[config.mk]
export PLATFORM = sky130hd
export DESIGN_NAME = frequency_counter
export DESIGN_NICKNAME = d
export VERILOG_FILES = /design/src/rtl/frequency_counter.sv
export SDC_FILE = /design/constraint.sdc
export NUM_CORES = 1
export LEC_CHECK = 0
export BUFFER_PORTS_ARGS = -buffer_cell sky130_fd_sc_hd__buf_2
export CAP_MARGIN = 20
export CORE_MARGIN = 10
export CORE_UTILIZATION = 41
export DETAILED_ROUTE_END_ITERATION = 10
export PLACE_DENSITY = 0.75
export SYNTH_ARGS = -nofsm -noshare
export SYNTH_HDL_FRONTEND = slang
export SYNTH_SLANG_ARGS = --single-unit
[constraint.sdc]
create_clock -name clk -period 3.7 [get_ports clk]
set_clock_uncertainty 0.1 [all_clocks]
set_input_delay 0.555 -clock clk [delete_from_list [all_inputs] [get_ports clk]]
set_output_delay 0.555 -clock clk [all_outputs]
set_load 0.05 [all_outputs]
[src/rtl/frequency_counter.sv]
// frequency_counter: counts hysteresis-qualified rising zero crossings per trigger-gated interval
module frequency_counter #(
  parameter int HYSTERESIS  = 64,
  parameter int SYNC_STAGES = 2
) (
  input  logic        clk,
  input  logic        rst,
  input  logic [31:0] S_AXIS_IN_tdata,
  input  logic        S_AXIS_IN_tvalid,
  input  logic        trigger,
  output logic [31:0] M_AXIS_OUT_tdata,
  output logic        M_AXIS_OUT_tvalid,
  output logic [31:0] counter_output
);
  localparam logic signed [31:0] THR = 32'(HYSTERESIS);
  logic [SYNC_STAGES-1:0] sync;
  logic                   dly;
  logic                   armed;
  logic                   primed;
  logic [31:0]            count;
  logic                   gate_edge;
  logic                   lo;
  logic                   hi;
  logic                   crossing;
  assign gate_edge = sync[SYNC_STAGES-1] & ~dly;
  assign lo        = S_AXIS_IN_tvalid && ($signed(S_AXIS_IN_tdata) <= -THR);
  assign hi        = S_AXIS_IN_tvalid && ($signed(S_AXIS_IN_tdata) >= THR);
  assign crossing  = armed & hi;
  always_ff @(posedge clk or negedge rst)
    if (!rst) begin
      sync              <= '0;
      dly               <= 1'b0;
      armed             <= 1'b0;
      primed            <= 1'b0;
      count             <= '0;
      counter_output    <= '0;
      M_AXIS_OUT_tdata  <= '0;
      M_AXIS_OUT_tvalid <= 1'b0;
    end else begin
      sync              <= {sync[SYNC_STAGES-2:0], trigger};
      dly               <= sync[SYNC_STAGES-1];
      armed             <= lo ? 1'b1 : crossing ? 1'b0 : armed;
      // a crossing coinciding with the gate edge opens the new interval
      count             <= gate_edge ? {31'd0, crossing} : (crossing && ~&count) ? count + 32'd1 : count;
      primed            <= primed | gate_edge;
      M_AXIS_OUT_tvalid <= gate_edge & primed;
      if (gate_edge && primed) begin
        counter_output   <= count;
        M_AXIS_OUT_tdata <= count;
      end
    end
endmodule

==> impl_metrics.toml, run 1 <==
[status]
status = "finished clean"

[floorplanning]
dieArea_um2 = 13160
io_pins = 101
rows = 34
dieWidth_um = 114.7
die_y_um = 114.7
core_area_um2 = 8721
initial_core_util = 0.4220

[synth]
ys.warnings.count = 0
ys_seq_area_frac = 0.4760
synth_ff_type = "dfrtp_1"
syn_inst = 361
syn_area_per_cell_um2 = 10.19
syn_area_um2 = 3680
ys_ff_latch = 70
synth_edf_count = 0
async_flop_share = 1.000
ys_types = 41
syn_nets = 398

[setup_path]
r2r_cells = 6
reg2reg_slack_ps = 1030
crit_chain = "ha_1 -> nand3_1 -> or4_1 -> or4_4 -> or3_1 -> a21oi_1"
slowest_stage = "or4_1"
crit_cells = 6
crit_path_end_kind = "flop"
critical-path-top-delay-family = "simple AND/OR/NAND/NOR gates"
path_max_fanout = 6
worstSetupPathType = "reg2reg"
critPathMaxStageDelay_ps = 610
rr_endpoint = "count[24]"
startpoint = "count[0]"
cp-endpoint = "count[24]"
crit_path_start_kind = "flop"
r2r_start = "count[0]"
path_buf_inv = 0
required_ps = 3870
arrival_ps = 2840

[final_layout]
design_area_um2 = 4197
final_common_cell = "buf_2"
drive_above_1_share = 0.3550
num-nets-final = 464
syn_to_final_growth_pct = 14.04
final_cell_mix = "buf_2, dfrtp_1, nand2_1, mux2_2, a21oi_1"
stdcell_count = 539
antenna_cells = 0

[sta]
hold-worst-slack_ps = 13.77
setup_slack_ps = 1027
max_freq_ghz = 0.3740
period_share = 0.7226
final.setup.tns_ps = 0
relSlewSlack = 0.4034
min_period_ps = 2673
slew_viol_final = 0
finalSetupViolations = 0
rsz0062_at_grt = "false"
hold_viol = 0
worst_slew_pin_slew_ps = 895.0

[cts]
cts_tree = "built"
post_cts_buffers = 0
postCtsHoldBufs = 0
clockBufferDepth = 2
clock-root-buffer = "clkbuf_8"
ctsResizeCount = 0
insertion_delay_ps = 350
cts_buffers = 9
clkTransAtPathRegs_ps = 70
clkSinkCount = 70
h-tree-depth = 3

[hold_path]
hold_class = "in2async"

[power]
ir_worst_vdd_mv = 0.3156
power_density_nw_per_um2 = 340.4
leakagePower_nw = 2.031

[detailed_routing]
wl_per_cell_um = 16.54
routed_wl_um = 8916
vias_per_cell = 5.694
vias = 3069
dr.pass1.iters = 4
ant_nets = 0
post-route-drc-count = 0
drt_iter0_markers = 175

[global_routing]
grt_max_degree = 55
grt_pass1_wl_um = 14640
grt_usage = 0.1328
grt-ovfl-total = 0
grt_pass1_vias = 3032
antenna_found_initial = 0

[placed_design]
gp_congestion = 0.9267
port_buffers = 100
post-place-ws_ps = 1083
dp.cells = 524
hpwlAfterDp_um = 6597
placed_area_um2 = 4041

[flow_run]
maxCapViolations = 0
## synthesized netlist by cell type (2+ instances only)
master,instances,share of area
a21oi_1,21,0.029
a31o_2,2,0.0048
a31oi_1,2,0.0034
a41o_1,3,0.0082
and3_1,4,0.0068
and4_1,9,0.021
buf_2,3,0.0041
buf_4,32,0.065
clkbuf_1,14,0.014
dfrtp_1,70,0.48
inv_1,5,0.0051
mux2_2,28,0.086
mux2i_1,8,0.022
nand2_1,29,0.030
nand2b_1,10,0.017
nand3_1,16,0.022
nand4_1,16,0.027
nor2_1,12,0.012
nor3_1,8,0.011
nor4_1,13,0.022
o211ai_1,2,0.0041
o21a_1,2,0.0041
o21ai_0,8,0.011
o311ai_0,2,0.0048
o31ai_1,12,0.024
or3_1,2,0.0034
or4_1,14,0.029
## through the flow
step	total power [mW]	util
floorplan	0.8805	-
global placement	0.9320	0.4634
detailed placement	0.9368	0.4634
CTS	1.445	0.4812
global route	1.491	0.4812
finish	1.428	0.4812
## area by class of cell
type | instances | area, um^2
inverters | 5 | 18.77
repair buffers | 104 | 530.5
clock buffers | 10 | 127.6
flip-flops and latches | 70 | 1752
multi-input cells | 237 | 1605
well taps | 108 | 135.1
clock inverters | 5 | 27.53
fillers | 797 | 4524
## cell families (layout without fill, tap and decap cells)
logic type / count (synthesis) / in the layout / share of synthesized area
simple gates: 139 / 139 / 0.2149
flops: 70 / 70 / 0.4760
compound gates: 61 / 61 / 0.1095
buf+inv: 54 / 124 / 0.08874
mux: 36 / 36 / 0.1074
fa+ha+maj: 1 / 1 / 0.003400
## worst reg2reg max path: stages, from the launching register on
cell and delay [ps]:
dfrtp_1 420, ha_1 270, nand3_1 150, or4_1 610, or4_4 590, or3_1 310
a21oi_1 150
## routing by layer
metal  global-route usage  vias up  wire length [um]
met3              0.04375        7               590
met2               0.2205       92              4563
met1               0.1616     1504              3695
met5                    0        -                 0
li1                     -     1466                 -
met4              0.03713        0                67
## state kept, by name, summed over array words and instances (netlist names)
| name | flops |
|---|---|
| primed | 1 |
| count | 32 |
| sync | 2 |
| armed | 1 |
| M_AXIS_OUT_tvalid | 1 |
| counter_output | 32 |
| dly | 1 |
## where the power goes
group          switching [mW]  internal (mW)
Clock                   0.274          0.234
Combinational          0.0938         0.0397
Sequential            0.00996          0.776
Total                   0.378           1.05
## how the worst min path moves through the flow
stage | cells past startpoint | endpoint | start | slack, ps
after global placement | 0 | sync[1] | sync[0] | 240
after CTS | 1 | counter_output[23] | rst | 10
after floorplan | 0 | M_AXIS_OUT_tvalid | rst | 160
after global routing | 1 | counter_output[23] | rst | 20
final | 1 | counter_output[29] | rst | 10
after detailed placement | 0 | sync[1] | sync[0] | 240
Power figures use the tool's default switching activity.
==> run 2, diff against run 1 <==
--- a/config.mk
+++ b/config.mk
@@ -10,7 +10,7 @@
 export CORE_MARGIN = 10
 export CORE_UTILIZATION = 41
 export DETAILED_ROUTE_END_ITERATION = 10
-export PLACE_DENSITY = 0.75
+export PLACE_DENSITY = 0.78
 export SYNTH_ARGS = -nofsm -noshare
 export SYNTH_HDL_FRONTEND = slang
 export SYNTH_SLANG_ARGS = --single-unit
==> constraint.sdc (replaced) <==
create_clock -name clk -period 2.43 [get_ports clk]
set_clock_uncertainty 0.1 [all_clocks]
set_input_delay 0.3645 -clock clk [delete_from_list [all_inputs] [get_ports clk]]
set_output_delay 0.3645 -clock clk [all_outputs]
set_load 0.05 [all_outputs]
==> run 2 against run 1 <==
Against the previous run:
- register-to-register slack lost 880 ps
- setup slack worse by 880 ps
- highest routed layer unchanged
- final cell count grew 3.2%
- core utilization grew 2.9 points
- clock-buffer cell count is 3 higher
- fmax up 17%
- combinational power increased by 70%
- power rose by 76%
- largest power group unchanged
==> impl_metrics.toml, run 2 (same netlist as run 1, synthesis figures left out) <==
[hold_path]
hold_class = "in2reg"
min_path_cells = 1

[floorplanning]
rows = 34
dieArea_um2 = 13160
io_pins = 101
dieWidth_um = 114.7
die_y_um = 114.7
initial_core_util = 0.4220
core_area_um2 = 8721

[setup_path]
cpMostUsedCell = "or4_4"
r2r_cells = 6
critPathMaxStageDelay_ps = 510
crit_path_end_kind = "flop"
crit_chain = "ha_2 -> nand3_2 -> or4_4 -> or4_4 -> or3_4 -> a21oi_2"
worstSetupPathType = "reg2reg"
arrival_ps = 2450
crit_cells = 6
path_buf_inv = 0
slowest_stage = "or4_4"
crit_path_start_kind = "flop"
path_max_fanout = 3
required_ps = 2600
critical-path-top-delay-family = "simple AND/OR/NAND/NOR gates"

[detailed_routing]
wl_per_cell_um = 16.76
dr.pass1.iters = 6
vias_per_cell = 5.739
vias = 3191
routed_wl_um = 9319
ant_nets = 0
post-route-drc-count = 0
drt_iter0_markers = 247

[cts]
clock-root-buffer = "clkbuf_8"
h-tree-depth = 3
post_cts_buffers = 0
clkSinkCount = 70
clockBufferDepth = 2
cts_tree = "built"
cts_buffers = 9
insertion_delay_ps = 350
clkTransAtPathRegs_ps = 70

[placed_design]
port_buffers = 100
post-place-ws_ps = 28.72
gp_congestion = 0.8483
hpwlAfterDp_um = 6985
placed_area_um2 = 4182

[global_routing]
grt_max_degree = 37
grt_usage = 0.1380
antenna_found_initial = 0
grt_pass1_vias = 3129
grt_pass1_wl_um = 15150
grt-ovfl-total = 0

[sta]
period_share = 0.9395
setup_slack_ps = 146.9
relSlewSlack = 0.3809
worst_slew_pin_slew_ps = 928.6
slew_viol_final = 0
hold_viol = 0
finalSetupViolations = 0
min_period_ps = 2283
final.setup.tns_ps = 0
max_freq_ghz = 0.4380
rsz0062_at_grt = "false"

[final_layout]
design_area_um2 = 4448
syn_to_final_growth_pct = 20.88
final_common_cell = "buf_2"
reg_top3 = "count: 32 flops, counter_output: 32 flops, sync: 2 flops"
num-nets-final = 480
antenna_cells = 0
final_cell_mix = "buf_2, dfrtp_1, nand2_1, mux2_2, a21oi_1"
drive_above_1_share = 0.3906
nFillCells = 782

[power]
leakagePower_nw = 2.162
power_density_nw_per_um2 = 563.9
ir_worst_vdd_mv = 0.4388

[status]
status = "finished clean"

[flow_run]
maxCapViolations = 0
-- run 2: cell count changes in the layout (fill, tap and decap cells not counted), sizes merged --
cell	change
buf	+15
dlygate4sd3	+1
clkinv	-3
clkbuf	+3
bufinv	+2
clkinvlp	-1
-- run 2: worst paths after layout --
| kind | endpoint | start | slack, ps |
|---|---|---|---|
| max | count[24] | count[0] | 150 |
| min | sync[0] | trigger | 20 |
| max reg2reg | count[24] | count[0] | 150 |
| min reg2reg | sync[1] | sync[0] | 250 |
| max in group asynchronous | counter_output[26] | rst | 1150 |
| min in group asynchronous | counter_output[27] | rst | 490 |
-- run 2: power breakdown --
part           leakage (nW)  switching (mW)  total [mW]  internal (mW)
combinational          1.08           0.150       0.226         0.0759
clock                 0.120           0.429        1.09          0.661
sequential            0.960          0.0100        1.19           1.18
-- run 2: worst reg2reg max path, cell delays in order, from the launching register on --
cell     delay, ps
dfrtp_1        360
ha_2           200
nand3_2        100
or4_4          510
or4_4          450
or3_4          340
a21oi_2        160
-- run 2: what timing repair did --
item                                    CTS  global route
hold buffers                              1             0
endpoints found under the setup margin    0             2
endpoints found under the hold margin    27             0
gates resized for setup                   0             5
-- run 2: layout make-up --
class	count	area (um^2)	area share
Sequential cell	70	1752	0.3938
Multi-Input combinational cell	237	1630	0.3665
Timing Repair Buffer	120	678.2	0.1525
Clock buffer	13	168.9	0.03797
Tap cell	108	135.1	0.03038
Clock inverter	3	65.06	0.01463
Inverter	5	18.77	0.004219
-- run 2: per-layer routing --
layer	GRT usage	wire (um)	vias to the layer above
li1	-	-	1496
met1	0.1672	3849	1529
met2	0.2197	4352	148
met3	0.05260	948	18
met4	0.04950	169	0
met5	0	0	-
-- run 2: stage by stage --
step           instances    util  hold WS, ps  total power [mW]
2_1_floorplan        361       -       -31.09             1.341
3_5_place_dp         539  0.4795        237.1             1.442
4_1_cts              556  0.5075        7.685             2.530
5_1_grt              556  0.5100        2.572             2.616
3_3_place_gp         539  0.4795        234.9             1.437
6_report             556  0.5100        20.70             2.508
==> run 3, diff against run 2 <==
--- a/config.mk
+++ b/config.mk
@@ -11,6 +11,7 @@
 export CORE_UTILIZATION = 41
 export DETAILED_ROUTE_END_ITERATION = 10
 export PLACE_DENSITY = 0.78
+export RECOVER_POWER = 25
 export SYNTH_ARGS = -nofsm -noshare
 export SYNTH_HDL_FRONTEND = slang
 export SYNTH_SLANG_ARGS = --single-unit
==> run 3 against run 2 <==
Against the previous run:
- sequential power is essentially flat
- critical endpoint unchanged
- global-route usage is the same
- highest routed layer unchanged
- first-iteration DRC count shrank 15%
- sequential cell count is the same
- the run now ends with capacitance limit, slew limit left
- sequential share of layout area grew 0.078 points
- core utilization shrank 0.10 points
- combinational power is essentially flat
==> impl_metrics.toml, run 3 (same netlist as run 1, synthesis figures left out) <==
[final_layout]
syn_to_final_growth_pct = 20.64
final_cell_mix = "buf_2, dfrtp_1, nand2_1, mux2_2, a21oi_1"
antenna_cells = 0
final_common_cell = "buf_2"
nFillCells = 784
num-nets-final = 480
drive_above_1_share = 0.3839
reg_top3 = "count: 32 flops, counter_output: 32 flops, sync: 2 flops"

[power]
power_density_nw_per_um2 = 566.0
leakagePower_nw = 2.153
ir_worst_vdd_mv = 0.4412

[flow_run]
maxCapViolations = 1

[sta]
hold-worst-slack_ps = 15.72
rsz0062_at_grt = "false"
relSlewSlack = -0.09319
setup_slack_ps = 156.7
max_freq_ghz = 0.4399
period_share = 0.9355
min_period_ps = 2273
finalSetupViolations = 0
worst_slew_pin_slew_ps = 1640
final.setup.tns_ps = 0
hold_viol = 0
slew_viol_final = 30

[global_routing]
grt-ovfl-total = 0
grt_usage = 0.1380
grt_pass1_wl_um = 15150
met1_usage = 0.1672
antenna_found_initial = 0
met2_usage = 0.2197
grt_use_met3 = 0.05260
grt-busiest-layer = "met2"
grt_max_degree = 37
grt_pass1_vias = 3129

[setup_path]
path_max_fanout = 3
crit_path_end_kind = "flop"
arrival_ps = 2450
critPathMaxStageDelay_ps = 510
slowest_stage = "or4_4"
crit_chain = "ha_2 -> nand3_2 -> or4_4 -> or4_4 -> or3_4 -> a21oi_2"
cpMostUsedCell = "or4_4"
worstSetupPathType = "reg2reg"
required_ps = 2610
crit_path_start_kind = "flop"

[floorplanning]
dieWidth_um = 114.7
rows = 34
dieArea_um2 = 13160
core_area_um2 = 8721
die_y_um = 114.7
io_pins = 101
initial_core_util = 0.4220

[cts]
cts_tree = "built"
clock-root-buffer = "clkbuf_8"
clkTransAtPathRegs_ps = 70
post_cts_buffers = 0
clockBufferDepth = 2
cts_buffers = 9
h-tree-depth = 3
insertion_delay_ps = 350
clkSinkCount = 70

[detailed_routing]
routed_wl_um = 9375
dr.pass1.iters = 5
vias_per_cell = 5.773
drt_iter0_markers = 210
post-route-drc-count = 0
ant_nets = 0
vias = 3210
wl_per_cell_um = 16.86

[placed_design]
post-place-ws_ps = 28.72
port_buffers = 100
hpwlAfterDp_um = 6985
gp_congestion = 0.8483

[status]
violations = "capacitance limit, slew limit"
status = "finished with violations"

[hold_path]
hold_class = "in2reg"
==> run 3: cell count changes in the layout (fill, tap and decap cells not counted), sizes merged <==
cell / previous run / this run
buf: 119 / 116
clkbuf: 13 / 16
==> run 3: path summary, 6_finish.rpt <==
check | from | endpoint | slack [ps] | cells after the start
hold / removal | trigger | sync[0] | 20 | 1
hold reg to reg | sync[0] | sync[1] | 250 | 0
setup / recovery | count[0] | count[24] | 160 | 6
max in group asynchronous | rst | counter_output[5] | 420 | 2
min in group asynchronous | rst | count[0] | 870 | 2
setup reg to reg | count[0] | count[24] | 160 | 6
==> run 3: repair_timing <==
action                                  CTS  global route
endpoints found under the setup margin    0             2
gates resized for setup                   0             5
hold endpoints to repair                 27             0
hold buffers                              1             0
==> run 3: through the flow <==
stage / cells / area (um^2) / util / power, mW
floorplan: 361 / 3682 / - / 1.341
global placement: 539 / 4182 / 0.4795 / 1.437
detailed placement: 539 / 4182 / 0.4795 / 1.442
CTS: 556 / 4425 / 0.5075 / 2.530
global route: 556 / 4439 / 0.5090 / 2.615
finish: 556 / 4439 / 0.5090 / 2.512
==> run 3: final cells by class <==
class / instances / area [um^2] / area share
clock inverter: 3 / 65.06 / 0.01466
sequential: 70 / 1752 / 0.3946
clock buffer: 13 / 168.9 / 0.03805
inverter: 5 / 18.77 / 0.004228
tap: 108 / 135.1 / 0.03044
multi-input combinational: 237 / 1630 / 0.3672
timing repair buffer: 120 / 669.4 / 0.1508
==> run 3: routing by layer <==
metal  routed length [um]  up-vias  share of wire
met5                    0        -              0
met4                  146        0          0.016
met3                  978       17           0.10
met2                 4419      157           0.47
met1                 3831     1536           0.41
li1                     -     1500              -
==> run 3: power breakdown <==
part	internal, mW	switching (mW)
Combinational	0.0749	0.150
Sequential	1.18	0.0100
Clock	0.661	0.434
Total	1.92	0.595
==> run 3: worst max-delay path, delay by kind of cell (launching register included) <==
family	cells	cell delay, ps
compound gates	1	140
simple gates	4	1400
fa+ha+maj	1	200
flops	1	360
